File: src/rtl/fp_pkg.sv
// fp_pkg: shared IEEE-754 format widths, operand classes and constants
package fp_pkg;
  localparam int E32 = 8;
  localparam int F32 = 23;
  localparam int BIAS32 = 127;
  localparam int E64 = 11;
  localparam int F64 = 52;
  localparam int BIAS64 = 1023;
  localparam logic [63:0] CANON_NAN = '1;
  typedef enum logic [1:0] {ZERO, NORM, INF, NAN} fp_class_e;
  function automatic int exp_w(input int n);
    return n == 64 ? E64 : E32;
  endfunction
  function automatic int frac_w(input int n);
    return n == 64 ? F64 : F32;
  endfunction
  function automatic int bias_of(input int n);
    return n == 64 ? BIAS64 : BIAS32;
  endfunction
endpackage

File: src/rtl/fp_align_if.sv
// fp_align_if: operand-pair input and aligned-pair output handshake bus of fp_align
interface fp_align_if import fp_pkg::*; #(parameter int N = 32);
  localparam int E = exp_w(N);
  localparam int F = frac_w(N);
  logic in_valid;
  logic in_ready;
  logic [N-1:0] a;
  logic [N-1:0] b;
  logic out_valid;
  logic out_ready;
  logic out_sign_l;
  logic out_sign_s;
  logic [E-1:0] out_exp;
  logic [F:0] out_man_l;
  logic [F+3:0] out_man_s;
  logic out_eff_sub;
  logic out_special;
  logic [N-1:0] out_special_val;
  modport master (
    output in_valid, a, b, out_ready,
    input in_ready, out_valid, out_sign_l, out_sign_s, out_exp, out_man_l, out_man_s,
    input out_eff_sub, out_special, out_special_val
  );
  modport slave (
    input in_valid, a, b, out_ready,
    output in_ready, out_valid, out_sign_l, out_sign_s, out_exp, out_man_l, out_man_s,
    output out_eff_sub, out_special, out_special_val
  );
endinterface

File: src/rtl/fp_classify.sv
// fp_classify: split a raw IEEE-754 operand into class, sign, exponent and fraction
module fp_classify import fp_pkg::*; #(
  parameter int N = 32,
  localparam int E = exp_w(N),
  localparam int F = frac_w(N)
) (
  input  logic [N-1:0] x,
  output fp_class_e    cls,
  output logic         sign,
  output logic [E-1:0] expo,
  output logic [F-1:0] frac
);
  assign sign = x[N-1];
  assign expo = x[N-2:F];
  assign frac = x[F-1:0];
  assign cls = expo == '0 ? ZERO : expo != '1 ? NORM : frac == '0 ? INF : NAN;
endmodule

File: src/rtl/fp_align.sv
// fp_align: 2-stage swap/align front end of an FP adder; FP_ALIGN_STICKY_EN enables the sticky bit
module fp_align import fp_pkg::*; #(parameter int N = 32) (
  input logic clk,
  input logic rst,
  fp_align_if.slave bus
);
  localparam int E = exp_w(N);
  localparam int F = frac_w(N);
  fp_class_e ca, cb;
  logic sa, sb;
  logic [E-1:0] ea, eb;
  logic [F-1:0] fa, fb;
  fp_classify #(.N(N)) u_ca (.x(bus.a), .cls(ca), .sign(sa), .expo(ea), .frac(fa));
  fp_classify #(.N(N)) u_cb (.x(bus.b), .cls(cb), .sign(sb), .expo(eb), .frac(fb));
  logic swap, any_nan, inf_clash, special;
  logic [N-1:0] special_val;
  // choose the larger magnitude (ties go to a) and resolve pairs whose sum is already known
  always_comb begin
    swap = eb > ea || (eb == ea && fb > fa);
    any_nan = ca == NAN || cb == NAN;
    inf_clash = ca == INF && cb == INF && sa != sb;
    special = any_nan || ca inside {INF, ZERO} || cb inside {INF, ZERO};
    special_val = any_nan || inf_clash ? CANON_NAN[N-1:0] :
                  ca == INF ? bus.a :
                  cb == INF ? bus.b :
                  ca == ZERO && cb == ZERO ? {sa & sb, {(N-1){1'b0}}} :
                  ca == ZERO ? bus.b : bus.a;
  end
  logic v1, v2, en2;
  logic sp1, sl1, ss1;
  logic [N-1:0] sv1;
  logic [E-1:0] e1, d1;
  logic [F-1:0] fl1, fs1;
  assign en2 = !v2 || bus.out_ready;
  assign bus.in_ready = !v1 || en2;
  // stage 1: classification, swapped operand fields and exponent difference
  always_ff @(posedge clk or posedge rst)
    if (rst) begin
      v1 <= 1'b0;
      sp1 <= 1'b0;
      sv1 <= '0;
      sl1 <= 1'b0;
      ss1 <= 1'b0;
      e1 <= '0;
      d1 <= '0;
      fl1 <= '0;
      fs1 <= '0;
    end else if (bus.in_ready) begin
      v1 <= bus.in_valid;
      if (bus.in_valid) begin
        sp1 <= special;
        sv1 <= special_val;
        sl1 <= swap ? sb : sa;
        ss1 <= swap ? sa : sb;
        e1 <= swap ? eb : ea;
        d1 <= swap ? eb - ea : ea - eb;
        fl1 <= swap ? fb : fa;
        fs1 <= swap ? fa : fb;
      end
    end
  logic [F+2:0] gr;
  logic sticky;
  // shift {hidden, fraction, G, R} right by d; S collects everything that falls below R
  always_comb begin
    gr = {1'b1, fs1, 2'b00} >> d1;
`ifdef FP_ALIGN_STICKY_EN
    sticky = d1 > E'(2) && |({1'b1, fs1} & ~({(F+1){1'b1}} << (d1 - E'(2))));
`else
    sticky = 1'b0;
`endif
  end
  logic o_sp, o_sl, o_ss;
  logic [N-1:0] o_val;
  logic [E-1:0] o_exp;
  logic [F:0] o_ml;
  logic [F+3:0] o_ms;
  // stage 2: aligned pair, datapath fields forced to zero when the result is already known
  always_ff @(posedge clk or posedge rst)
    if (rst) begin
      v2 <= 1'b0;
      o_sp <= 1'b0;
      o_val <= '0;
      o_sl <= 1'b0;
      o_ss <= 1'b0;
      o_exp <= '0;
      o_ml <= '0;
      o_ms <= '0;
    end else if (en2) begin
      v2 <= v1;
      if (v1) begin
        o_sp <= sp1;
        o_val <= sp1 ? sv1 : '0;
        o_sl <= sl1;
        o_ss <= ss1;
        o_exp <= sp1 ? '0 : e1;
        o_ml <= sp1 ? '0 : {1'b1, fl1};
        o_ms <= sp1 ? '0 : {gr, sticky};
      end
    end
  assign bus.out_valid = v2;
  assign bus.out_special = o_sp;
  assign bus.out_special_val = o_val;
  assign bus.out_sign_l = o_sl;
  assign bus.out_sign_s = o_ss;
  assign bus.out_eff_sub = o_sl ^ o_ss;
  assign bus.out_exp = o_exp;
  assign bus.out_man_l = o_ml;
  assign bus.out_man_s = o_ms;
endmodule

File: src/flat_wrapper.sv
// flat-port wrapper written by rule: the top's interface ports become plain ports
module fp_align_flat import fp_pkg::*;
#(parameter int N = 32)
  (clk, rst, bus_in_valid, bus_a, bus_b, bus_out_ready, bus_in_ready, bus_out_valid, bus_out_sign_l, bus_out_sign_s, bus_out_exp, bus_out_man_l, bus_out_man_s, bus_out_eff_sub, bus_out_special, bus_out_special_val);
  fp_align_if #(.N(N)) bus_i ();
  input logic clk;
  input logic rst;
  input wire logic [$bits(bus_i.in_valid)-1:0] bus_in_valid;
  input wire logic [$bits(bus_i.a)-1:0] bus_a;
  input wire logic [$bits(bus_i.b)-1:0] bus_b;
  input wire logic [$bits(bus_i.out_ready)-1:0] bus_out_ready;
  output wire logic [$bits(bus_i.in_ready)-1:0] bus_in_ready;
  output wire logic [$bits(bus_i.out_valid)-1:0] bus_out_valid;
  output wire logic [$bits(bus_i.out_sign_l)-1:0] bus_out_sign_l;
  output wire logic [$bits(bus_i.out_sign_s)-1:0] bus_out_sign_s;
  output wire logic [$bits(bus_i.out_exp)-1:0] bus_out_exp;
  output wire logic [$bits(bus_i.out_man_l)-1:0] bus_out_man_l;
  output wire logic [$bits(bus_i.out_man_s)-1:0] bus_out_man_s;
  output wire logic [$bits(bus_i.out_eff_sub)-1:0] bus_out_eff_sub;
  output wire logic [$bits(bus_i.out_special)-1:0] bus_out_special;
  output wire logic [$bits(bus_i.out_special_val)-1:0] bus_out_special_val;
  assign bus_i.in_valid = bus_in_valid;
  assign bus_i.a = bus_a;
  assign bus_i.b = bus_b;
  assign bus_i.out_ready = bus_out_ready;
  assign bus_in_ready = bus_i.in_ready;
  assign bus_out_valid = bus_i.out_valid;
  assign bus_out_sign_l = bus_i.out_sign_l;
  assign bus_out_sign_s = bus_i.out_sign_s;
  assign bus_out_exp = bus_i.out_exp;
  assign bus_out_man_l = bus_i.out_man_l;
  assign bus_out_man_s = bus_i.out_man_s;
  assign bus_out_eff_sub = bus_i.out_eff_sub;
  assign bus_out_special = bus_i.out_special;
  assign bus_out_special_val = bus_i.out_special_val;
  fp_align #(.N(N)) u_core (.clk(clk), .rst(rst), .bus(bus_i));
endmodule
File: config.mk
export PLATFORM = sky130hd
export DESIGN_NAME = fp_align_flat
export DESIGN_NICKNAME = d
export VERILOG_FILES = /design/src/rtl/fp_pkg.sv /design/src/rtl/fp_align_if.sv /design/src/rtl/fp_classify.sv /design/src/rtl/fp_align.sv /design/src/flat_wrapper.sv
export SDC_FILE = /design/constraint.sdc
export NUM_CORES = 1
export LEC_CHECK = 0
export ABC_AREA = 0
export ABC_CLOCK_PERIOD_IN_PS = 9900
export BUFFER_PORTS_ARGS = -buffer_cell sky130_fd_sc_hd__buf_2
export CORE_MARGIN = 1.5
export CORE_UTILIZATION = 62
export DETAILED_ROUTE_END_ITERATION = 6
export PLACE_DENSITY_LB_ADDON = 0.15
export SLEW_MARGIN = 20
export SYNTH_ARGS = -nofsm -noshare
export SYNTH_HDL_FRONTEND = slang
export SYNTH_SLANG_ARGS = --single-unit
File: constraint.sdc
create_clock -name clk -period 9.9 [get_ports clk]
set_input_delay 0.495 -clock clk [delete_from_list [all_inputs] [get_ports clk]]
set_output_delay 0.495 -clock clk [all_outputs]
set_load 0.05 [all_outputs]
==> reports/results.txt, run 1 <==
Root Buffer: clkbuf_16
RSZ-0062 raised after global routing: false
drt first pass iters: 6
Cell Pwr Density: 213 nW/um2
antenna fix cells: 0
post-route ant nets: 0
outcome: complete, no violations
Die H: 136 um
CP top delay family: compound AO/OA/AOI/OAI gates
Worst Reg-to-Reg Cells: 6
crit path cell chain: buf_2 > inv_1 > ha_1 > fa_1 > nand3b_1 > a31oi_1 > a2bb2oi_1 > o31a_2 > buf_4 > mux2_2 > o21ai_0
wire length per cell: 19.6 um
CTS tree: built
Post-Synthesis Net Count: 1312
Core ar.: 17400 um2
EDFF count, synth: 0
Overall Power: 2.66 mW
Post-synth ARST share: 100%
#FFs+latches synth: 192
Sw Share: 40.8%
Setup TNS: 0 ps
H-tree depth: 4
Pleak: 5.80 nW
Post-CTS Setup Bufs: 0
Syn Inst Count: 1203
Post-Route WL: 30300 um
CP Depth: 11
sequential area share after synthesis: 43.6%
Peak Freq: 281 MHz
Vias: 9671
I/O Buffers: 163
Die X: 136 um
CP bufs+invs: 3
vias in the first global route: 9016
first-pass GRT wire length: 48100 um
Primary FF master, synth: dfrtp_1
Via-to-Cell Ratio: 6.25
Final HPWL DP: 21600 um
worst path arrival time: 3920 ps
drc violations: 0
Worst Clk Skew: 12.5 ps
largest area contributor in the netlist: dfrtp_1
Seq pwr share: 39.1%
max cap viols: 0
Final period util: 35.9%
Logic pwr share: 34.1%
pin count of the biggest net entering global routing: 105
Ys Warns: 0
delay of the slowest critical-path stage: 730 ps
clock share of power: 26.8%
Max IR drop VDD: 0.000151 V
Finish-stage setup viols: 0
type of the tightest min-delay check: primary input to async pin
clock slew at reported path FFs: 80 ps
antenna violations before repair: 0
internal power: 1.58 mW
Top Ports: 165
library cells used by synthesis: 57
final hold vios: 0
worst-skew pair later-pin latency: 450 ps
clock sinks: 192
Post-CTS Hold Fix Bufs: 0
Final #Nets: 1418
Post-Syn Area: 11000 um2
std cell rows: 48
critical-path maximum fanout: 47
DRT iter0 DRCs: 1102
Final Non-Filler Cells: 1547
Layout Area Growth over Synthesis: 13.5%
worst-margin pin slew: 1130 ps
Starting Density: 63.5%
crit path time final: 3550 ps
total CTS buffers: 17
top cell type's share of synthesized area: 43.6%
switching power: 1.09 mW
Setup crit end kind: flop
crit path kind: primary input to flop
CTS resizes: 0
final slew viol count: 0
syn_area_per_cell: 9.16 um2
slew margin rel.: 24.4%
total track usage: 33.6%
critical path data required time: 10260 ps
Final Hold Slack: 137 ps
slowest CP cell: buf_4
DP Cell Count: 1515
remaining global-route overflow: 0
share of cells above drive strength 1: 19.2%
die area: 18600 um2
fill cell count: 1351
Clock Path Buffers: 2
Area contributors post-synth: dfrtp_1 44%, o21ai_0 8.9%, nand2_1 6.9%, mux2i_1 5.9%, ha_1 4.4%
Critical Path Start Type: primary input
GPL Wtd Cong: 0.938
## per-layer routing
layer | vias to the layer above | wire length, um | global-route usage [%]
met3 | 58 | 2010 | 5.56
met5 | - | 0 | 0
li1 | 4515 | - | -
met1 | 4685 | 12900 | 45.9
met4 | 0 | 926 | 13.9
met2 | 413 | 14500 | 53.5
## layout make-up
class                           count  area, um2  share of cell area [%]
Inverter                           47        184                    1.47
Multi-Input combinational cell    873       5690                    45.5
Clock inverter                     14        190                    1.52
Tap cell                          225        282                    2.25
Sequential cell                   192       4810                    38.4
Clock buffer                       18        429                    3.43
Timing Repair Buffer              178        928                    7.42
## Yosys cell counts (8+ instances only)
master / count
nand3_1: 46
o21ai_0: 195
a22o_1: 12
o22a_1: 26
nand2b_1: 41
nor4_1: 19
buf_2: 11
nand2_1: 204
clkbuf_1: 71
a21oi_1: 46
inv_1: 46
nor2_1: 15
nand4_1: 15
ha_1: 39
and3_1: 9
dfrtp_1: 192
o32a_1: 8
mux4_2: 21
nor3_1: 24
mux2i_1: 65
## per-stage QoR
stage                     setup slack [ps]  utilization, %  area (um2)
after floorplan                       4180               -       11000
after global placement                6010            68.5       11900
after detailed placement              5960            68.5       11900
after CTS                             6390            72.1       12500
after global routing                  6140            72.1       12500
final                                 6350            72.1       12500
## state kept, by name, indices dropped and copies added, names as in the netlist
| register | count |
|---|---|
| u_core.bus.out_exp | 8 |
| u_core.bus.out_man_l | 24 |
| u_core.e1 | 8 |
| u_core.fl1 | 23 |
| u_core.sv1 | 32 |
| u_core.ss1 | 1 |
| u_core.sp1 | 1 |
| u_core.bus.out_special | 1 |
| u_core.v1 | 1 |
| u_core.bus.out_sign_s | 1 |
| u_core.bus.out_valid | 1 |
| u_core.d1 | 8 |
| u_core.bus.out_sign_l | 1 |
| u_core.bus.out_special_val | 32 |
| u_core.bus.out_man_s | 26 |
| u_core.sl1 | 1 |
| u_core.fs1 | 23 |
## cell families after synthesis
family,Yosys count,share of synthesized area [%]
AOI/OAI and AO/OA,333,18.2
and+or+nand+nor,404,17.5
DFF,192,43.6
muxes,93,10.9
xor gates and xnor gates,1,0.0795
buffers and inverters,138,4.96
adders and majority gates,41,4.79
other,1,0.0340
## final timing paths
check	start	endpoint	slack (ps)
min in group clk	bus_in_valid	u_core.v1$_DFFE_PP0N_	290
max	bus_b[23]	u_core.d1[1]$_DFFE_PP0P_	6350
min reg2reg	u_core.bus.out_man_s[3]$_DFFE_PP0P_	u_core.bus.out_man_s[3]$_DFFE_PP0P_	470
max reg2reg	u_core.d1[1]$_DFFE_PP0P_	u_core.bus.out_man_s[8]$_DFFE_PP0P_	7210
max in group asynchronous	rst	u_core.sp1$_DFFE_PP0P_	8040
min	rst	u_core.bus.out_man_s[20]$_DFFE_PP0P_	140
## power groups by stage
stage	Combinational (mW)	Sequential (mW)	Clock, mW
after CTS	0.905	1.04	0.720
after floorplan	0.454	1.26	0
after global routing	0.980	1.06	0.748
final	0.906	1.04	0.713
after global placement	0.888	1.04	0
after detailed placement	0.902	1.05	0
## cell usage in the layout, fill, tap and decap left out, types with 6 or more instances in the layout
master / n
nor3_1: 23
nor2_1: 15
nand2_1: 202
a21oi_1: 46
o21ai_0: 195
a22o_1: 12
clkbuf_16: 17
mux2i_1: 65
and3_1: 9
a2bb2oi_1: 6
or3_1: 6
mux4_2: 21
buf_4: 15
buf_2: 163
inv_1: 45
mux2_2: 7
o32a_1: 8
ha_1: 39
dfrtp_1: 191
nor4_1: 19
o22a_1: 26
nand3_1: 46
nand2b_1: 41
nand4_1: 15
Note: power is estimated with default switching activity, not from simulation.
==> run 2: changes to the inputs <==
--- a/config.mk
+++ b/config.mk
@@ -5,11 +5,11 @@
 export SDC_FILE = /design/constraint.sdc
 export NUM_CORES = 1
 export LEC_CHECK = 0
-export ABC_AREA = 0
-export ABC_CLOCK_PERIOD_IN_PS = 9900
+export ABC_AREA = 1
+export ABC_CLOCK_PERIOD_IN_PS = 2900
 export BUFFER_PORTS_ARGS = -buffer_cell sky130_fd_sc_hd__buf_2
 export CORE_MARGIN = 1.5
-export CORE_UTILIZATION = 62
+export CORE_UTILIZATION = 53
 export DETAILED_ROUTE_END_ITERATION = 6
 export PLACE_DENSITY_LB_ADDON = 0.15
 export SLEW_MARGIN = 20
==> constraint.sdc (replaced) <==
create_clock -name clk -period 2.9 [get_ports clk]
set_input_delay 0.145 -clock clk [delete_from_list [all_inputs] [get_ports clk]]
set_output_delay 0.145 -clock clk [all_outputs]
set_load 0.05 [all_outputs]
==> run 2 against run 1 <==
  * The flow now finishes with violations (design-rule violations)
  * Core utilization shrank 10 points
  * Sequential cell count did not move
  * Worst hold slack lost 82 ps
  * Sequential share of layout area shrank 1.5 points
  * Cell count increased by 27%
  * Synthesized cell count up 31%
  * Critical path type is now flop to flop
  * Highest routed layer unchanged
==> reports/results.txt, run 2 <==
outcome: finished with violations (was complete, no violations)
failing checks: design-rule violations
critical path data required time: 3280 ps (was 10260 ps)
Worst Clk Skew: 11.7 ps (was 12.5 ps)
die area: 22400 um2 (was 18600 um2)
total track usage: 31.5% (was 33.6%)
first-pass GRT wire length: 54800 um (was 48100 um)
Final HPWL DP: 24600 um (was 21600 um)
Cell Pwr Density: 779 nW/um2 (was 213 nW/um2)
EDFF count, synth: 0 (unchanged)
Setup crit end kind: flop (unchanged)
post-synthesis adder-cell area fraction: 4.64% (was 4.79%)
Area contributors post-synth: dfrtp_1 42%, nand2_1 18%, nand3_1 11%, o21ai_0 4.7%, ha_1 4.3% (was dfrtp_1 44%, o21ai_0 8.9%, nand2_1 6.9%, mux2i_1 5.9%, ha_1 4.4%)
Post-Synthesis Net Count: 1679 (was 1312)
wire length per cell: 17.1 um (was 19.6 um)
largest area contributor in the netlist: dfrtp_1 (unchanged)
Starting Density: 54.2% (was 63.5%)
most frequent cell after synthesis: nand2_1 (unchanged)
largest family of logic cells by synthesized area: simple AND/OR/NAND/NOR gates (was compound AO/OA/AOI/OAI gates)
critical-path maximum fanout: 25 (was 47)
top cell type's share of synthesized area: 42.2% (was 43.6%)
worst-skew pair later-pin latency: 440 ps (was 450 ps)
Root Buffer: clkbuf_16 (unchanged)
DRT iter0 DRCs: 725 (was 1102)
Top Ports: 165 (unchanged)
Clock Path Buffers: 2 (unchanged)
final hold vios: 0 (unchanged)
Critical Path Start Type: flop (was primary input)
Finish-stage setup viols: 0 (unchanged)
clock slew at reported path FFs: 80 ps (about the same)
antenna fix cells: 0 (unchanged)
remaining global-route overflow: 0 (unchanged)
syn_area_per_cell: 7.25 um2 (was 9.16 um2)
worst-margin pin slew: 1020 ps (was 1130 ps)
#FFs+latches synth: 192 (unchanged)
share of cells above drive strength 1: 14.2% (was 19.2%)
drt first pass iters: 7 (was 6)
Die X: 150 um (was 136 um)
Post-synth top cells: 543 x nand2_1, 245 x nand3_1, 192 x dfrtp_1, 130 x inv_1, 107 x o21ai_0 (was 204 x nand2_1, 195 x o21ai_0, 192 x dfrtp_1, 71 x clkbuf_1, 65 x mux2i_1)
crit path time final: 2080 ps
fill cell count: 2026 (was 1351)
final slew viol count: 0 (unchanged)
most common cell after layout, fill and taps aside: nand2_1 (unchanged)
I/O Buffers: 163 (unchanged)
post-synthesis mux area share: 0% (was 10.9%)
Post-Syn Area: 11400 um2 (was 11000 um2)
Max IR drop VDD: 0.000366 V (was 0.000151 V)
Syn Inst Count: 1570 (was 1203)
Layout Area Growth over Synthesis: 14.2% (was 13.5%)
Setup TNS: 0 ps (unchanged)
Post-Route WL: 33700 um (was 30300 um)
Vias: 11000 (was 9671)
GPL Wtd Cong: 0.976 (was 0.938)
post-route ant nets: 0 (unchanged)
dpl cell area: 12400 um2 (was 11900 um2)
type of the tightest min-delay check: primary input to flop (was primary input to async pin)
post-layout util: 61.9% (was 72.1%)
Post-synth ARST share: 100% (unchanged)
pin count of the biggest net entering global routing: 95 (was 105)
drc violations: 1 (was 0)
worst path arrival time: 2460 ps (was 3920 ps)
most used cell, CP: nand2_1
post-synthesis simple-gate area fraction: 32.2% (was 17.5%)
delay of the slowest critical-path stage: 730 ps (about the same)
clock sinks: 192 (unchanged)
post-synthesis compound-gate area fraction: 11.6% (was 18.2%)
antenna violations before repair: 0 (unchanged)
CP top delay family: flip-flops (was compound AO/OA/AOI/OAI gates)
xor and xnor area share after synthesis: 0.846% (was 0.0795%)
Final period util: 71.7%
slew margin rel.: 31.8% (was 24.4%)
std cell rows: 53 (was 48)
total CTS buffers: 17 (unchanged)
final instance area: 13000 um2 (was 12500 um2)
max cap viols: 0 (unchanged)
Pleak: 7.14 nW (was 5.80 nW)
crit path kind: flop to flop (was primary input to flop)
commonest non-fill, non-tap cells in the layout: 541 x nand2_1, 245 x nand3_1, 192 x dfrtp_1, 163 x buf_2, 128 x inv_1 (was 202 x nand2_1, 195 x o21ai_0, 191 x dfrtp_1, 163 x buf_2, 65 x mux2i_1)
crit path cell chain: inv_2 > nand2_1 > nand2_1 > o21ai_0 > nand3_1 > nand2_1 > nand2_1 > nand2_1 (was buf_2 > inv_1 > ha_1 > fa_1 > nand3b_1 > a31oi_1 > a2bb2oi_1 > o31a_2 > buf_4 > mux2_2 > o21ai_0)
Final #Nets: 1791 (was 1418)
Peak Freq: 481 MHz
Die H: 150 um (was 136 um)
H-tree depth: 4 (unchanged)
CTS tree: built (unchanged)
Primary FF master, synth: dfrtp_1 (unchanged)
slowest CP cell: dfrtp_1 (was buf_4)
library cells used by synthesis: 37 (was 57)
RSZ-0062 raised after global routing: false (unchanged)
CP bufs+invs: 1 (was 3)
sequential area share after synthesis: 42.2% (was 43.6%)
Ys Warns: 0 (unchanged)
vias in the first global route: 10600 (was 9016)
Core ar.: 21000 um2 (was 17400 um2)
Via-to-Cell Ratio: 5.58 (was 6.25)
[run 2: what timing repair did]
action                     CTS  global route
hold endpoints to repair    19             0
setup buffers                0             0
setup endpoints to repair    0             0
hold buffers                 1             0
resized for setup            0             0
[run 2: metal layers]
| layer | global-route usage (%) | wire (um) |
|---|---|---|
| met5 | 0 | 0 |
| met4 | 14.8 | 1380 |
| met3 | 5.37 | 1790 |
| met2 | 49.5 | 15800 |
| met1 | 42.4 | 14700 |
[run 2: worst paths after layout]
path / start / end / slack (ps) / cells past startpoint
max: u_core.d1[1]$_DFFE_PP0P_ / u_core.bus.out_man_s[3]$_DFFE_PP0P_ / 820 / 8
min: bus_out_ready / u_core.bus.out_valid$_DFFE_PP0P_ / 60 / 4
max reg2reg: u_core.d1[1]$_DFFE_PP0P_ / u_core.bus.out_man_s[3]$_DFFE_PP0P_ / 820 / 8
min reg2reg: u_core.bus.out_special_val[1]$_DFFE_PP0P_ / u_core.bus.out_special_val[1]$_DFFE_PP0P_ / 480 / 2
max in group asynchronous: rst / u_core.fs1[2]$_DFFE_PP0P_ / 1800 / 4
min in group asynchronous: rst / u_core.bus.out_man_l[20]$_DFFE_PP0P_ / 300 / 3
[run 2: metrics by stage]
step | hold slack, ps | power [mW] | worst slack, ps | cells
5_1_grt | 62.3 | 10.8 | 501 | 1969
3_5_place_dp | 218 | 7.79 | 506 | 1937
2_1_floorplan | 323 | 6.69 | 279 | 1570
3_3_place_gp | 212 | 7.75 | 537 | 1937
4_1_cts | 47.9 | 10.2 | 811 | 1969
6_report | 55.0 | 10.1 | 821 | 1969
[run 2: tightest hold or removal path, stage by stage]
cell,delay (ps)
buf_2,90
inv_1,50
nand2_1,110
nand2_1,60
[run 2: report_power, final]
| group | total (mW) | switching (mW) | internal (mW) |
|---|---|---|---|
| Combinational | 4.10 | 3.02 | 1.08 |
| Sequential | 3.65 | 0.384 | 3.27 |
| Clock | 2.38 | 1.22 | 1.16 |
| Total | 10.1 | 4.62 | 5.51 |
[run 2: cell type report]
type | instances | area, um2 | share of cell area, %
multi-input cells | 1143 | 5630 | 43.3
flip-flops and latches | 192 | 4800 | 36.9
repair buffers | 189 | 1110 | 8.56
inverters | 139 | 526 | 4.04
clock buffers | 17 | 425 | 3.27
well taps | 275 | 344 | 2.64
clock inverters | 14 | 168 | 1.29
[run 2: kinds of logic after synthesis]
logic type | count (synthesis)
other | 1
AOI/OAI and AO/OA | 219
adders and majority gates | 41
DFF | 192
buffers and inverters | 235
and+or+nand+nor | 871
xor gates and xnor gates | 11
==> run 3: changes to the inputs <==
--- a/config.mk
+++ b/config.mk
@@ -6,10 +6,10 @@
 export NUM_CORES = 1
 export LEC_CHECK = 0
 export ABC_AREA = 1
-export ABC_CLOCK_PERIOD_IN_PS = 2900
+export ABC_CLOCK_PERIOD_IN_PS = 2100
 export BUFFER_PORTS_ARGS = -buffer_cell sky130_fd_sc_hd__buf_2
 export CORE_MARGIN = 1.5
-export CORE_UTILIZATION = 53
+export CORE_UTILIZATION = 58
 export DETAILED_ROUTE_END_ITERATION = 6
 export PLACE_DENSITY_LB_ADDON = 0.15
 export SLEW_MARGIN = 20
==> constraint.sdc (replaced) <==
create_clock -name clk -period 2.1 [get_ports clk]
set_input_delay 0.105 -clock clk [delete_from_list [all_inputs] [get_ports clk]]
set_output_delay 0.105 -clock clk [all_outputs]
set_load 0.05 [all_outputs]
==> run 3 against run 2 <==
  * The flow now finishes without violations
  * Clock-buffer cell count is the same
  * Sequential cell count is the same
  * Critical path depth grew 2
  * Combinational power grew 41%
  * Power grew 40%
  * Setup slack lost 660 ps
  * Sequential power grew 38%
  * Critical endpoint is now u_core.bus.out_man_s[14]$_DFFE_PP0P_
  * Largest cell class unchanged
==> reports/results.txt, run 3 (same netlist as run 2, synthesis figures left out) <==
Via-to-Cell Ratio: 5.64 (was 5.58)
final slew viol count: 0 (unchanged)
DRT iter0 DRCs: 968 (was 725)
Die H: 143 um (was 150 um)
clock slew at reported path FFs: 90 ps (was 80 ps)
worst path arrival time: 2320 ps (was 2460 ps)
CP Depth: 10 (was 8)
Final HPWL DP: 24800 um (was 24600 um)
Starting Density: 58.9% (was 54.2%)
max cap viols: 0 (unchanged)
Worst Reg-to-Reg Cells: 10 (was 8)
R2R setup slack: 160 ps (was 820 ps)
Critical Path Start Type: flop (unchanged)
Worst Clk Skew: 17.3 ps (was 11.7 ps)
Pleak: 7.39 nW (was 7.14 nW)
delay of the slowest critical-path stage: 440 ps (was 730 ps)
Clock Path Buffers: 2 (unchanged)
post-layout util: 69.5% (was 61.9%)
critical path data required time: 2480 ps (was 3280 ps)
CP bufs+invs: 3 (was 1)
final hold vios: 0 (unchanged)
Layout Area Growth over Synthesis: 18.0% (was 14.2%)
Final period util: 92.4% (was 71.7%)
Final #Nets: 1839 (was 1791)
worst-margin pin slew: 650 ps (was 1020 ps)
outcome: complete, no violations (was finished with violations)
drc violations: 0 (was 1)
clock sinks: 192 (unchanged)
RSZ-0062 raised after global routing: false (unchanged)
DP Cell Count: 1974 (was 1937)
antenna fix cells: 0 (unchanged)
total CTS buffers: 17 (unchanged)
post-route ant nets: 0 (unchanged)
Root Buffer: clkbuf_16 (unchanged)
RR Endpoint: u_core.bus.out_man_s[14]$_DFFE_PP0P_ (was u_core.bus.out_man_s[3]$_DFFE_PP0P_)
Setup crit end kind: flop (unchanged)
Peak Freq: 515 MHz (was 481 MHz)
std cell rows: 51 (was 53)
H-tree depth: 4 (unchanged)
commonest non-fill, non-tap cells in the layout: 541 x nand2_1, 244 x nand3_1, 192 x dfrtp_1, 163 x buf_2, 128 x inv_1 (was 541 x nand2_1, 245 x nand3_1, 192 x dfrtp_1, 163 x buf_2, 128 x inv_1)
share of cells above drive strength 1: 16.6% (was 14.2%)
slew margin rel.: 56.6% (was 31.8%)
Max IR drop VDD: 0.000722 V (was 0.000366 V)
Seq. cell area: 4800 um2 (unchanged)
slowest CP cell: dfrtp_1 (unchanged)
die area: 20500 um2 (was 22400 um2)
Post-Route WL: 34000 um (was 33700 um)
pin count of the biggest net entering global routing: 95 (unchanged)
antenna violations before repair: 0 (unchanged)
GPL Wtd Cong: 0.985 (was 0.976)
critical-path maximum fanout: 10 (was 25)
first-pass GRT wire length: 54300 um (was 54800 um)
Worst Setup SP: u_core.bus.out_valid$_DFFE_PP0P_ (was u_core.d1[1]$_DFFE_PP0P_)
total track usage: 34.1% (was 31.5%)
crit path cell chain: nand2_1 > nand2_4 > nor2_2 > inv_2 > nor2_2 > inv_2 > nor2_4 > buf_4 > o211ai_1 > nand2_1 (was inv_2 > nand2_1 > nand2_1 > o21ai_0 > nand3_1 > nand2_1 > nand2_1 > nand2_1)
Top Ports: 165 (unchanged)
remaining global-route overflow: 0 (unchanged)
crit path kind: flop to flop (unchanged)
final instance area: 13400 um2 (was 13000 um2)
worst hold path depth: 5 (was 4)
fill cell count: 1695 (was 2026)
R2R Path Start: u_core.bus.out_valid$_DFFE_PP0P_ (was u_core.d1[1]$_DFFE_PP0P_)
drt first pass iters: 7 (unchanged)
worst-skew pair later-pin latency: 450 ps (was 440 ps)
Core ar.: 19300 um2 (was 21000 um2)
wire length per cell: 16.9 um (was 17.1 um)
I/O Buffers: 163 (unchanged)
crit path time final: 1940 ps (was 2080 ps)
type of the tightest min-delay check: primary input to flop (unchanged)
Finish-stage setup viols: 0 (unchanged)
end point of the critical path: u_core.bus.out_man_s[14]$_DFFE_PP0P_ (was u_core.bus.out_man_s[3]$_DFFE_PP0P_)
dpl cell area: 12800 um2 (was 12400 um2)
Final Non-Filler Cells: 2008 (was 1969)
Vias: 11300 (was 11000)
vias in the first global route: 10600 (about the same)
area of the multi-input gates: 5630 um2 (about the same)
Cell Pwr Density: 1050 nW/um2 (was 779 nW/um2)
CTS tree: built (unchanged)
Die X: 143 um (was 150 um)
most common cell after layout, fill and taps aside: nand2_1 (unchanged)
CP top delay family: simple AND/OR/NAND/NOR gates (was flip-flops)
CTS resizes: 0 (unchanged)
-- run 3: cell types whose count changed in the layout (fill, tap and decap cells not counted) --
cell           previous run  this run
inv_6                     3         1
clkinvlp_4                1         2
dlygate4sd3_1             1         2
clkinv_8                  4         5
inv_8                     3         4
nand3_2                   1         2
nand3_1                 245       244
buf_12                    8        13
buf_4                    17        59
-- run 3: through the flow --
| stage | hold WS (ps) | TNS, ps | setup WS, ps | power (mW) |
|---|---|---|---|---|
| CTS | 31.2 | 0 | 194 | 14.2 |
| detailed placement | 188 | 0 | 9.95 | 10.8 |
| floorplan | 293 | -92440 | -481 | 9.24 |
| global route | 54.4 | 0 | 22.3 | 14.9 |
| global placement | 190 | 0 | 69.2 | 10.7 |
| finish | 26.5 | 0 | 159 | 14.2 |
-- run 3: what timing repair did --
item | in CTS | in global routing
endpoints found under the setup margin | 0 | 0
hold buffers | 2 | 0
endpoints found under the hold margin | 15 | 0
buffers inserted | 0 | 0
-- run 3: worst reg2reg max path, delay by kind of cell (launching register included) --
| kind | cells | cell delay [ps] |
|---|---|---|
| DFF | 1 | 440 |
| buffers and inverters | 3 | 400 |
| and+or+nand+nor | 6 | 910 |
| AOI/OAI and AO/OA | 1 | 150 |
-- run 3: report_power, final --
group	internal, mW	switching [mW]	leakage, nW
sequential	4.51	0.514	2.43
clock	1.62	1.72	0.292
combinational	1.58	4.22	4.67
-- run 3: how the worst min path moves through the flow --
stage | from | to | slack [ps]
after global routing | bus_b[4] | u_core.fl1[4]$_DFFE_PP0P_ | 50
after global placement | rst | u_core.bus.out_man_l[18]$_DFFE_PP0P_ | 190
after CTS | bus_b[6] | u_core.fl1[6]$_DFFE_PP0P_ | 30
after floorplan | bus_out_ready | u_core.bus.out_valid$_DFFE_PP0P_ | 290
final | bus_b[6] | u_core.fl1[6]$_DFFE_PP0P_ | 30
after detailed placement | rst | u_core.bus.out_man_l[18]$_DFFE_PP0P_ | 190
-- run 3: final cells by class --
cell class | instances | share of cell area [%]
multi-input combinational | 1143 | 41.9
sequential | 192 | 35.7
timing repair buffer | 237 | 11.4
inverter | 139 | 3.91
clock buffer | 17 | 3.16
tap | 265 | 2.47
clock inverter | 15 | 1.38
-- run 3: layer usage --
layer,up-vias,part of all wire (%),wire length (um),global-route usage [%]
met1,5379,43,14600,46.5
met2,436,47,16100,55.3
met5,-,0,0,0
li1,5447,-,-,-
met4,0,3.1,1050,12.8
met3,66,6.3,2150,4.90
